File: config.mk
export PLATFORM = sky130hd
export DESIGN_NAME = sram_controller_ahb_master
export DESIGN_NICKNAME = d
export VERILOG_FILES = /design/src/rtl/sram_ahb_pkg.sv /design/src/rtl/sram_controller_ahb_master_wdog.sv /design/src/rtl/sram_controller_ahb_master.sv
export SDC_FILE = /design/constraint.sdc
export NUM_CORES = 1
export LEC_CHECK = 0
export ABC_AREA = 0
export CAP_MARGIN = 15
export CORE_MARGIN = 1
export CORE_UTILIZATION = 25
export DETAILED_ROUTE_END_ITERATION = 6
export PLACE_DENSITY = 0.52
export SETUP_SLACK_MARGIN = 0.3
export SLEW_MARGIN = 20
export SYNTH_ARGS = -nofsm -noshare
export SYNTH_HDL_FRONTEND = slang
export SYNTH_SLANG_ARGS = --single-unit
File: constraint.sdc
create_clock -name hclk -period 1.5 [get_ports hclk]
set_input_delay 0.3 -clock hclk [delete_from_list [all_inputs] [get_ports hclk]]
set_output_delay 0.3 -clock hclk [all_outputs]
set_load 0.02 [all_outputs]
File: src/rtl/sram_ahb_pkg.sv
// Shared AHB-Lite encodings and phase-slot records for the SRAM-side AHB initiator.
package sram_ahb_pkg;

  localparam int AHB_ADDR_W = 8;
  localparam int AHB_DATA_W = 32;

  typedef enum logic [1:0] {
    IDLE   = 2'b00,
    BUSY   = 2'b01,
    NONSEQ = 2'b10,
    SEQ    = 2'b11
  } htrans_e;

  localparam logic [2:0] HSIZE_BYTE = 3'b000;
  localparam logic [2:0] HSIZE_HALF = 3'b001;
  localparam logic [2:0] HSIZE_WORD = 3'b010;

  typedef struct packed {
    logic                  valid;
    logic                  write;
    logic [2:0]            size;
    logic [AHB_ADDR_W-1:0] addr;
    logic [AHB_DATA_W-1:0] wdata;
  } addr_phase_t;

  // wdata here is what sits on hwdata during the data phase
  typedef struct packed {
    logic                  valid;
    logic                  write;
    logic [AHB_DATA_W-1:0] wdata;
  } data_phase_t;

  // The slave port is at most 32 bits wide, so larger sizes fold to a word
  function automatic logic [2:0] clamp_size(input logic [2:0] size);
    return (size > HSIZE_WORD) ? HSIZE_WORD : size;
  endfunction

endpackage

File: src/rtl/sram_controller_ahb_master_wdog.sv
// Data-phase watchdog: counts consecutive stalled cycles and raises a sticky flag
// once the limit is reached. Built only with SRAM_AHB_MASTER_TIMEOUT_EN.
module sram_controller_ahb_master_wdog #(
  parameter int TIMEOUT_CYCLES = 64
) (
  input  logic clk,
  input  logic srst,
  input  logic stall_i,
  input  logic hready_i,
  output logic timeout_o
);

  localparam int CNT_W = $clog2(TIMEOUT_CYCLES + 1);
  localparam logic [CNT_W-1:0] CNT_MAX = CNT_W'(TIMEOUT_CYCLES);

  logic [CNT_W-1:0] count_q, count_d;
  logic             err_q, err_d;

  always_comb begin
    count_d = count_q;
    err_d   = err_q;
    if (hready_i) begin
      count_d = '0;
    end else if (stall_i && (count_q != CNT_MAX)) begin
      count_d = count_q + CNT_W'(1);
    end
    if (count_d == CNT_MAX) begin
      err_d = 1'b1;
    end
  end

  always_ff @(posedge clk) begin
    if (srst) begin
      count_q <= '0;
      err_q   <= 1'b0;
    end else begin
      count_q <= count_d;
      err_q   <= err_d;
    end
  end

  assign timeout_o = err_q;

endmodule

File: src/rtl/sram_controller_ahb_master.sv
// AHB-Lite initiator: valid/ready commands become single NONSEQ transfers, one in-order
// response each. Optional data-phase watchdog under SRAM_AHB_MASTER_TIMEOUT_EN.
module sram_controller_ahb_master
  import sram_ahb_pkg::*;
#(
  parameter int ADDR_W         = AHB_ADDR_W,
  parameter int DATA_W         = AHB_DATA_W,
  parameter int TIMEOUT_CYCLES = 64
) (
  input  logic              hclk,
  input  logic              hreset,
  input  logic              cmd_valid,
  output logic              cmd_ready,
  input  logic              cmd_write,
  input  logic [ADDR_W-1:0] cmd_addr,
  input  logic [2:0]        cmd_size,
  input  logic [DATA_W-1:0] cmd_wdata,
  output logic              rsp_valid,
  output logic              rsp_write,
  output logic [DATA_W-1:0] rsp_rdata,
  output logic              rsp_err,
  output logic              hsel,
  output logic [ADDR_W-1:0] haddr,
  output logic              hwrite,
  output logic [1:0]        htrans,
  output logic [2:0]        hsize,
  output logic [DATA_W-1:0] hwdata,
  input  logic [DATA_W-1:0] hrdata,
  input  logic              hready,
  input  logic              hresp,
  output logic              busy,
  output logic              timeout_err
);

  addr_phase_t a_q, a_d;
  data_phase_t d_q, d_d;

  logic              rsp_valid_q, rsp_write_q, rsp_err_q;
  logic [DATA_W-1:0] rsp_rdata_q;
  logic              accept;
  logic              complete;

  assign cmd_ready = !a_q.valid || hready;
  assign accept    = cmd_valid && cmd_ready;
  assign complete  = d_q.valid && hready;

  // An empty address slot may be filled even while the data phase is stalled
  always_comb begin
    a_d = a_q;
    d_d = d_q;
    if (hready) begin
      d_d.valid = a_q.valid;
      d_d.write = a_q.write;
      if (a_q.valid && a_q.write) begin
        d_d.wdata = a_q.wdata;
      end
      a_d.valid = 1'b0;
    end
    if (accept) begin
      a_d.valid = 1'b1;
      a_d.write = cmd_write;
      a_d.size  = clamp_size(cmd_size);
      a_d.addr  = cmd_addr;
      a_d.wdata = cmd_wdata;
    end
  end

  always_ff @(posedge hclk) begin
    if (hreset) begin
      a_q <= '0;
      d_q <= '0;
    end else begin
      a_q <= a_d;
      d_q <= d_d;
    end
  end

  // rsp_rdata keeps the last read value across write completions
  always_ff @(posedge hclk) begin
    if (hreset) begin
      rsp_valid_q <= 1'b0;
      rsp_write_q <= 1'b0;
      rsp_err_q   <= 1'b0;
      rsp_rdata_q <= '0;
    end else begin
      rsp_valid_q <= complete;
      if (complete) begin
        rsp_write_q <= d_q.write;
        rsp_err_q   <= hresp;
        if (!d_q.write) begin
          rsp_rdata_q <= hrdata;
        end
      end
    end
  end

  assign hsel      = a_q.valid;
  assign htrans    = a_q.valid ? NONSEQ : IDLE;
  assign haddr     = a_q.addr;
  assign hwrite    = a_q.write;
  assign hsize     = a_q.size;
  assign hwdata    = d_q.wdata;
  assign busy      = a_q.valid || d_q.valid;
  assign rsp_valid = rsp_valid_q;
  assign rsp_write = rsp_write_q;
  assign rsp_err   = rsp_err_q;
  assign rsp_rdata = rsp_rdata_q;

`ifdef SRAM_AHB_MASTER_TIMEOUT_EN
  sram_controller_ahb_master_wdog #(
    .TIMEOUT_CYCLES(TIMEOUT_CYCLES)
  ) u_wdog (
    .clk      (hclk),
    .srst     (hreset),
    .stall_i  (d_q.valid && !hready),
    .hready_i (hready),
    .timeout_o(timeout_err)
  );
`else
  assign timeout_err = 1'b0 & (TIMEOUT_CYCLES != 0);
`endif

endmodule
==> results by group, run 1 <==
Finish
  – Register area: between 2000 and 2500 um^2
  – Layout cell share with drive strength beyond 1: a little under half
  – Fill cell count: 1774
  – Final cell count without fillers: approximately 910
  – Nets@finish: ~750
  – Multi-input gate area: around 2000 um^2
  – P&R area growth vs syn: 58.5%
  – # diodes: 0

Synth
  – Cell with the most instances after synthesis: nand2_1
  – Asr flop ratio synth: 0%
  – Synth Area per Inst: 8.54 um^2
  – Top cells by area, synth: dfxtp_1 (48%), nand2_1 (10%), a21oi_2 (7.8%)
  – Synthesis Warnings: 0
  – Main flop type after synthesis: dfxtp_1
  – Post-synth top area share: between 40% and 50%
  – Synthesized flop and latch total: between 100 and 150
  – Leading area contributor after synthesis: dfxtp_1
  – Top cells by count, synth: nand2_1 (131), dfxtp_1 (114), a21oi_1 (68)
  – Synthesized instance count: approximately 550
  – Seq/Total Area, Yosys: 48.5%
  – EDFF count, synth: 0
  – Yosys cell types: 25
  – Mapped cell area: between 4000 and 5000 um^2

Clock network
  – Clock sink total: roughly 110
  – CTS root buf: clkbuf_16
  – Inserted Clock Buffers: 17
  – Clock latency on the worst-skew pair: just over 0.4 ns
  – CTS tree: done
  – Clk pin slew, worst setup/hold paths: roughly 0.05 ns
  – Clk buf depth: 2
  – Number of H-tree levels: 4

STA
  – Final hold violation count: 0
  – Max-slew violation count: 0
  – Final setup skew: between 0.007 and 0.008 ns
  – Fmax: roughly 690 MHz
  – Tmin final: between 1 and 1.5 ns
  – Setup TNS: 0 ns
  – RSZ-0062 raised after global routing: yes
  – Final period util: slightly below 100%
  – Setup Viol. Count Final: 0

Power and ir drop
  – Leak: between 2 and 3 nW
  – Sequential power share: approximately two fifths
  – Net Sw Frac: a little under a quarter
  – Combinational share of power: roughly a tenth
  – Maximum vdd drop: roughly 760 uV
  – Total power per unit cell area: 1060 nW/um^2
  – Clock network power share: 49.2%
  – Cell-internal power: 6.10 mW
  – Switching pwr: about 1.8 mW

Routing
  – DR vias: between 4000 and 5000
  – Drt total wl: about 14000 um
  – Remaining DRCs: 13
  – DR iter-0 viols: around 210
  – DR WL/cell: approximately 15 um
  – Via density: 4.55
  – Antenna viol nets, final: 0
  – First-pass DRT Iterations: 7

Global routing
  – First-pass GRT wire length: ~21000 um
  – Global Route Usage Sum: between 10 and 15%
  – Total grt overflow: 0
  – Initial antenna violation count: 1
  – Vias in the first global route: 4230
  – Largest net degree at the start of global routing: 45

Die
  – Row cnt: 49
  – Die ar.: between 15000 and 20000 um^2
  – Core box area: roughly 18000 um^2
  – Die width: 139 um
  – Die H: approximately 140 um
  – Initial core utilization: 25.9%
  – IO Pins: around 170

Critical path
  – FF-to-FF setup slack: between 0.15 and 0.2 ns
  – Critical Path RT: between 1 and 1.5 ns
  – CP endpoint kind: output port
  – Setup CP Type: flip-flop to output port
  – Maximum net fanout on the critical path: 3
  – CP arrival: around 1.1 ns
  – Crit start category: flip-flop

Outcome
  – Violated checks: DRC
  – Status: complete, but fails checks

Placement
  – Port Buffers: between 150 and 200
  – Post-Place Cells: about 870
  – HPWL after DPL: roughly 8700 um
  – GP Congestion: roughly 0.73

Job
  – Max-cap violations: 0

Min path
  – Class of the worst hold path: input pin to flip-flop
==> per-layer routing <==
metal / vias to the layer above / wire (um) / track usage, %
li1: 2026 / - / -
met1: 1945 / 5840 / 16.3
met2: 158 / 6540 / 22.9
met3: 19 / 1320 / 5.95
met4: 2 / 226 / 6.67
met5: - / 15 / 0
==> power groups by stage <==
| stage | combinational [mW] | clock (mW) | sequential (mW) |
|---|---|---|---|
| 6_report | 0.818 | 3.89 | 3.19 |
| 3_5_place_dp | 0.738 | 0 | 3.23 |
| 5_1_grt | 0.880 | 4.09 | 3.20 |
| 2_1_floorplan | 0.361 | 0 | 3.25 |
| 3_3_place_gp | 0.728 | 0 | 3.23 |
| 4_1_cts | 0.755 | 3.97 | 3.18 |
==> stage by stage <==
| stage | setup slack (ns) | util, % | power (mW) | hold WS [ns] | instance area, um^2 |
|---|---|---|---|---|---|
| floorplan | 0.303 | - | 3.61 | 0.428 | 4710 |
| global placement | -0.392 | 34.0 | 3.96 | 0.433 | 6190 |
| detailed placement | -0.391 | 34.0 | 3.97 | 0.444 | 6190 |
| CTS | 0.0390 | 38.0 | 7.91 | 0.213 | 6920 |
| global route | 0.0139 | 41.0 | 8.18 | 0.264 | 7460 |
| finish | 0.0592 | 41.0 | 7.90 | 0.259 | 7460 |
==> layout by cell type (no fill, tap or decap) <==
cell type,instances
dfxtp_2,76
conb_1,2
buf_6,83
nor2b_4,1
bufinv_16,2
mux2i_1,2
and3_4,1
dlygate4sd2_1,1
o21ai_0,12
buf_16,1
clkinvlp_4,1
dfxtp_1,38
buf_4,13
clkbuf_16,22
a21oi_2,58
inv_8,1
clkinv_2,2
a211oi_1,1
a21oi_1,52
nand2_2,26
nor2_1,5
and3b_2,1
nand4_1,1
clkdlybuf4s50_1,77
clkbuf_8,5
buf_2,2
clkbuf_1,5
nand3b_1,1
or2_4,1
nand3_1,44
nand2_1,86
inv_2,1
nand2_4,19
nor3b_1,1
o21ai_1,30
buf_12,10
==> flip-flops by register name, summed over array words and instances, names as in the netlist <==
name	flops
a_q	32
d_q	2
haddr	8
hsel	1
hsize	3
hwdata	32
hwrite	1
rsp_err	1
rsp_rdata	32
rsp_valid	1
rsp_write	1
==> logic make-up (layout without fill, tap and decap cells) <==
| kind of cell | count (synthesis) | after routing | synth area share [%] |
|---|---|---|---|
| AO/OA/AOI/OAI | 153 | 153 | 19.7 |
| buffers and inverters | 94 | 226 | 14.6 |
| flip-flops | 114 | 114 | 48.5 |
| multiplexers | 2 | 2 | 0.425 |
| other | 1 | 2 | 0.0797 |
| AND/OR/NAND/NOR | 187 | 187 | 16.7 |
==> final cells by class <==
cell class | instances | share of cell area, %
Multi-Input combinational cell | 344 | 27.0
Timing Repair Buffer | 194 | 29.5
Sequential cell | 114 | 31.9
Clock inverter | 5 | 1.04
Inverter | 2 | 0.201
Clock buffer | 25 | 6.51
Tap cell | 229 | 3.84
==> critical path, stage by stage, from the launching register on <==
cell and delay, ns:
dfxtp_2 0.34, nor2b_4 0.22, inv_8 0.05, buf_6 0.13
==> final timing paths <==
check,start,to,cells past startpoint
setup reg to reg,hsel$_SDFFE_PP0P_,hwdata[12]$_SDFFE_PP0P_,6
hold / removal,hreset,rsp_rdata[22]$_SDFFE_PP0P_,2
setup / recovery,hsel$_SDFFE_PP0P_,cmd_ready,3
hold reg to reg,a_q[11]$_SDFFE_PP0P_,hwdata[11]$_SDFFE_PP0P_,2
==> what timing repair did <==
| action | in CTS | in global routing |
|---|---|---|
| endpoints found under the setup margin | 192 | 137 |
| gates resized for setup | 549 | 118 |
| setup buffers | 0 | 5 |
| pin swaps | 2 | 32 |
| hold buffers | 0 | 0 |
| gates cloned | 1 | 6 |
(Power assumes the default switching activity.)
==> run 2, diff against run 1 <==
ABC_AREA = 1   (was 0)
PLACE_DENSITY = 0.51   (was 0.52)
TNS_END_PERCENT = 50   (was not set)
==> results by group, run 2 <==
Synth
  – EDFF count, synth: 0
  – Top cells by area, synth: dfxtp_1 (46%), nor2_1 (12%), nand2_1 (11%)
  – Seq/Total Area, Yosys: a little under half
  – Leading area contributor after synthesis: dfxtp_1
  – Synth Area per Inst: 7.01 um^2
  – Asr flop ratio synth: 0%
  – Yosys cell types: 20
  – Cell with the most instances after synthesis: nor2_1
  – Post-synth top area share: a little under half
  – Top cells by count, synth: nor2_1 (160), nand2_1 (145), dfxtp_1 (114)
  – Mapped cell area: between 4000 and 5000 um^2
  – Main flop type after synthesis: dfxtp_1
  – Synthesized instance count: about 700
  – Synthesized flop and latch total: ~110
  – Synthesis Warnings: 0

STA
  – Fmax: just under 700 MHz
  – RSZ-0062 raised after global routing: yes
  – Final worst slack: around 0.016 ns
  – Tmin final: 1.48 ns
  – Setup Viol. Count Final: 0
  – Max-slew violation count: 0
  – Final period util: a little over nine tenths
  – Final hold violation count: 0
  – WHS: ~0.20 ns
  – Final setup skew: between 0.004 and 0.005 ns

Routing
  – DR iter-0 viols: 194
  – First-pass DRT Iterations: 4
  – DR vias: ~4600
  – DR WL/cell: 13.4 um
  – Remaining DRCs: 0
  – Via density: around 4
  – Drt total wl: roughly 15000 um
  – Antenna viol nets, final: 0

Die
  – Core box area: between 15000 and 20000 um^2
  – Die H: 143 um
  – Die width: 143 um
  – Row cnt: just over 50
  – Initial core utilization: about 26%
  – IO Pins: approximately 170
  – Die ar.: 20500 um^2

Critical path
  – Crit start category: flip-flop
  – Reg2reg start: hsel$_SDFFE_PP0P_
  – Reg-to-reg endpoint: a_q[28]$_SDFFE_PP0P_
  – Crit-path cells: buf_4, buf_6, buf_12, a21oi_4, buf_12, clkbuf_16, nor2_1, nor2_1
  – CP max stage delay: 0.35 ns
  – Maximum net fanout on the critical path: 11
  – CP arrival: roughly 1.8 ns
  – Setup CP Type: flip-flop to flip-flop
  – FF-to-FF setup slack: 0.02 ns
  – CP endpoint kind: flip-flop
  – Cells on worst reg2reg path: 8
  – CP max stage cell: dfxtp_4
  – Critical Path RT: 1.85 ns

Clock network
  – Clk buf depth: 2
  – Clock latency on the worst-skew pair: a little over 0.4 ns
  – # hold bufs at CTS: 0
  – Clock sink total: 114
  – Inserted Clock Buffers: 17
  – CTS tree: done
  – Number of H-tree levels: 4
  – CTS root buf: clkbuf_16
  – Clk pin slew, worst setup/hold paths: approximately 0.050 ns

Min path
  – Hold Startpoint: cmd_valid
  – Class of the worst hold path: input pin to flip-flop
  – Hold EP: hsel$_SDFFE_PP0P_
  – Hold depth: 3

Placement
  – Post-Place Worst Slack: about 0.060 ns
  – GP Congestion: between 0.7 and 0.8
  – Port Buffers: 163
  – HPWL after DPL: between 8000 and 9000 um

Global routing
  – Largest net degree at the start of global routing: between 40 and 50
  – Vias in the first global route: around 4400
  – Initial antenna violation count: 1
  – Global Route Usage Sum: 14.4%
  – Total grt overflow: 0
  – First-pass GRT wire length: 22500 um

Outcome
  – Status: completed

Finish
  – Register area: between 2000 and 2500 um^2
  – Nets@finish: a little over 900
  – Fill cell count: roughly 2100
  – # diodes: 0
  – Multi-input gate area: 1850 um^2
  – Commonest cells after routing, fill and taps aside: nor2_1 (153), nand2_1 (141), buf_6 (84)
  – P&R area growth vs syn: 56.1%
  – Commonest non-fill, non-tap cell in the layout: nor2_1
  – Layout cell share with drive strength beyond 1: roughly 30%

Job
  – Max-cap violations: 0

Power and ir drop
  – Total power per unit cell area: roughly 1200 nW/um^2
  – Power, Total: about 9 mW
  – Leak: 3.61 nW
  – Maximum vdd drop: 759 uV
run 2: cell count changes after synthesis, moves of 6 or more:
cell and delta:
nor2_1 +155, inv_1 +79, a21oi_2 -42, a21oi_1 -34
nand4_1 +31, o21ai_1 -30, nand2_1 +14, buf_6 -9
o21ai_0 -9, clkbuf_1 +8, buf_1 +6
run 2: how the worst max path moves through the flow:
stage | startpoint | endpoint | cells after the start | slack, ns
floorplan | hsel$_SDFFE_PP0P_ | busy | 3 | 0.29
global placement | hsel$_SDFFE_PP0P_ | busy | 2 | 0.07
CTS | hsel$_SDFFE_PP0P_ | cmd_ready | 4 | -0.005
finish | hsel$_SDFFE_PP0P_ | a_q[28]$_SDFFE_PP0P_ | 8 | 0.02
global route | hsel$_SDFFE_PP0P_ | a_q[28]$_SDFFE_PP0P_ | 8 | -0.02
detailed placement | hreset | a_q[15]$_SDFFE_PP0P_ | 5 | 0.06
run 2: kinds of logic (layout without fill, tap and decap cells):
| family | Yosys count | after routing | synth area share, % |
|---|---|---|---|
| compound gates | 38 | 38 | 4.04 |
| flops | 114 | 114 | 45.8 |
| other cells | 1 | 2 | 0.0752 |
| simple gates | 383 | 383 | 31.8 |
| buf+inv | 175 | 312 | 18.3 |
run 2: layer usage:
layer	vias to the layer above	wire, um	share of wire [%]	track usage [%]
li1	2378	-	-	-
met1	2047	6770	45	16.7
met2	117	6950	46	23.4
met3	12	1080	7.2	6.61
met4	2	144	0.96	4.41
met5	-	19	0.13	0
run 2: area by class of cell:
| class | instances | area share, % |
|---|---|---|
| clock inverters | 12 | 2.64 |
| inverters | 82 | 3.99 |
| flip-flops and latches | 114 | 30.6 |
| repair buffers | 198 | 28.8 |
| multi-input cells | 423 | 23.8 |
| well taps | 265 | 4.26 |
| clock buffers | 20 | 5.87 |
run 2: critical path: cells and delay by family (launching register included):
| family | cells | cell delay, ns |
|---|---|---|
| buffers and inverters | 5 | 0.71 |
| flip-flops | 1 | 0.35 |
| AO/OA/AOI/OAI | 1 | 0.21 |
| AND/OR/NAND/NOR | 2 | 0.14 |
run 2: report_power, final:
group	total, mW	internal, mW	switching (mW)
logic	1.21	0.616	0.599
clock network	4.51	3.04	1.46
registers	3.29	3.19	0.0913
total	9.01	6.85	2.15
run 2: per-stage QoR:
| stage | utilization [%] | instances | TNS, ns | cell area, um^2 |
|---|---|---|---|---|
| after floorplan | - | 712 | 0 | 5010 |
| after global placement | 33.8 | 1067 | 0 | 6600 |
| after detailed placement | 33.8 | 1067 | 0 | 6600 |
| after CTS | 38.5 | 1103 | -0.00519 | 7520 |
| after global routing | 39.9 | 1114 | -0.240 | 7780 |
| final | 39.9 | 1114 | 0 | 7780 |
run 2: timing repair:
action / in CTS / in global routing
pin swaps: 2 / 2
gates resized for setup: 566 / 33
buffers inserted: 3 / 5
gates cloned: 1 / 6
endpoints found under the setup margin: 144 / 145
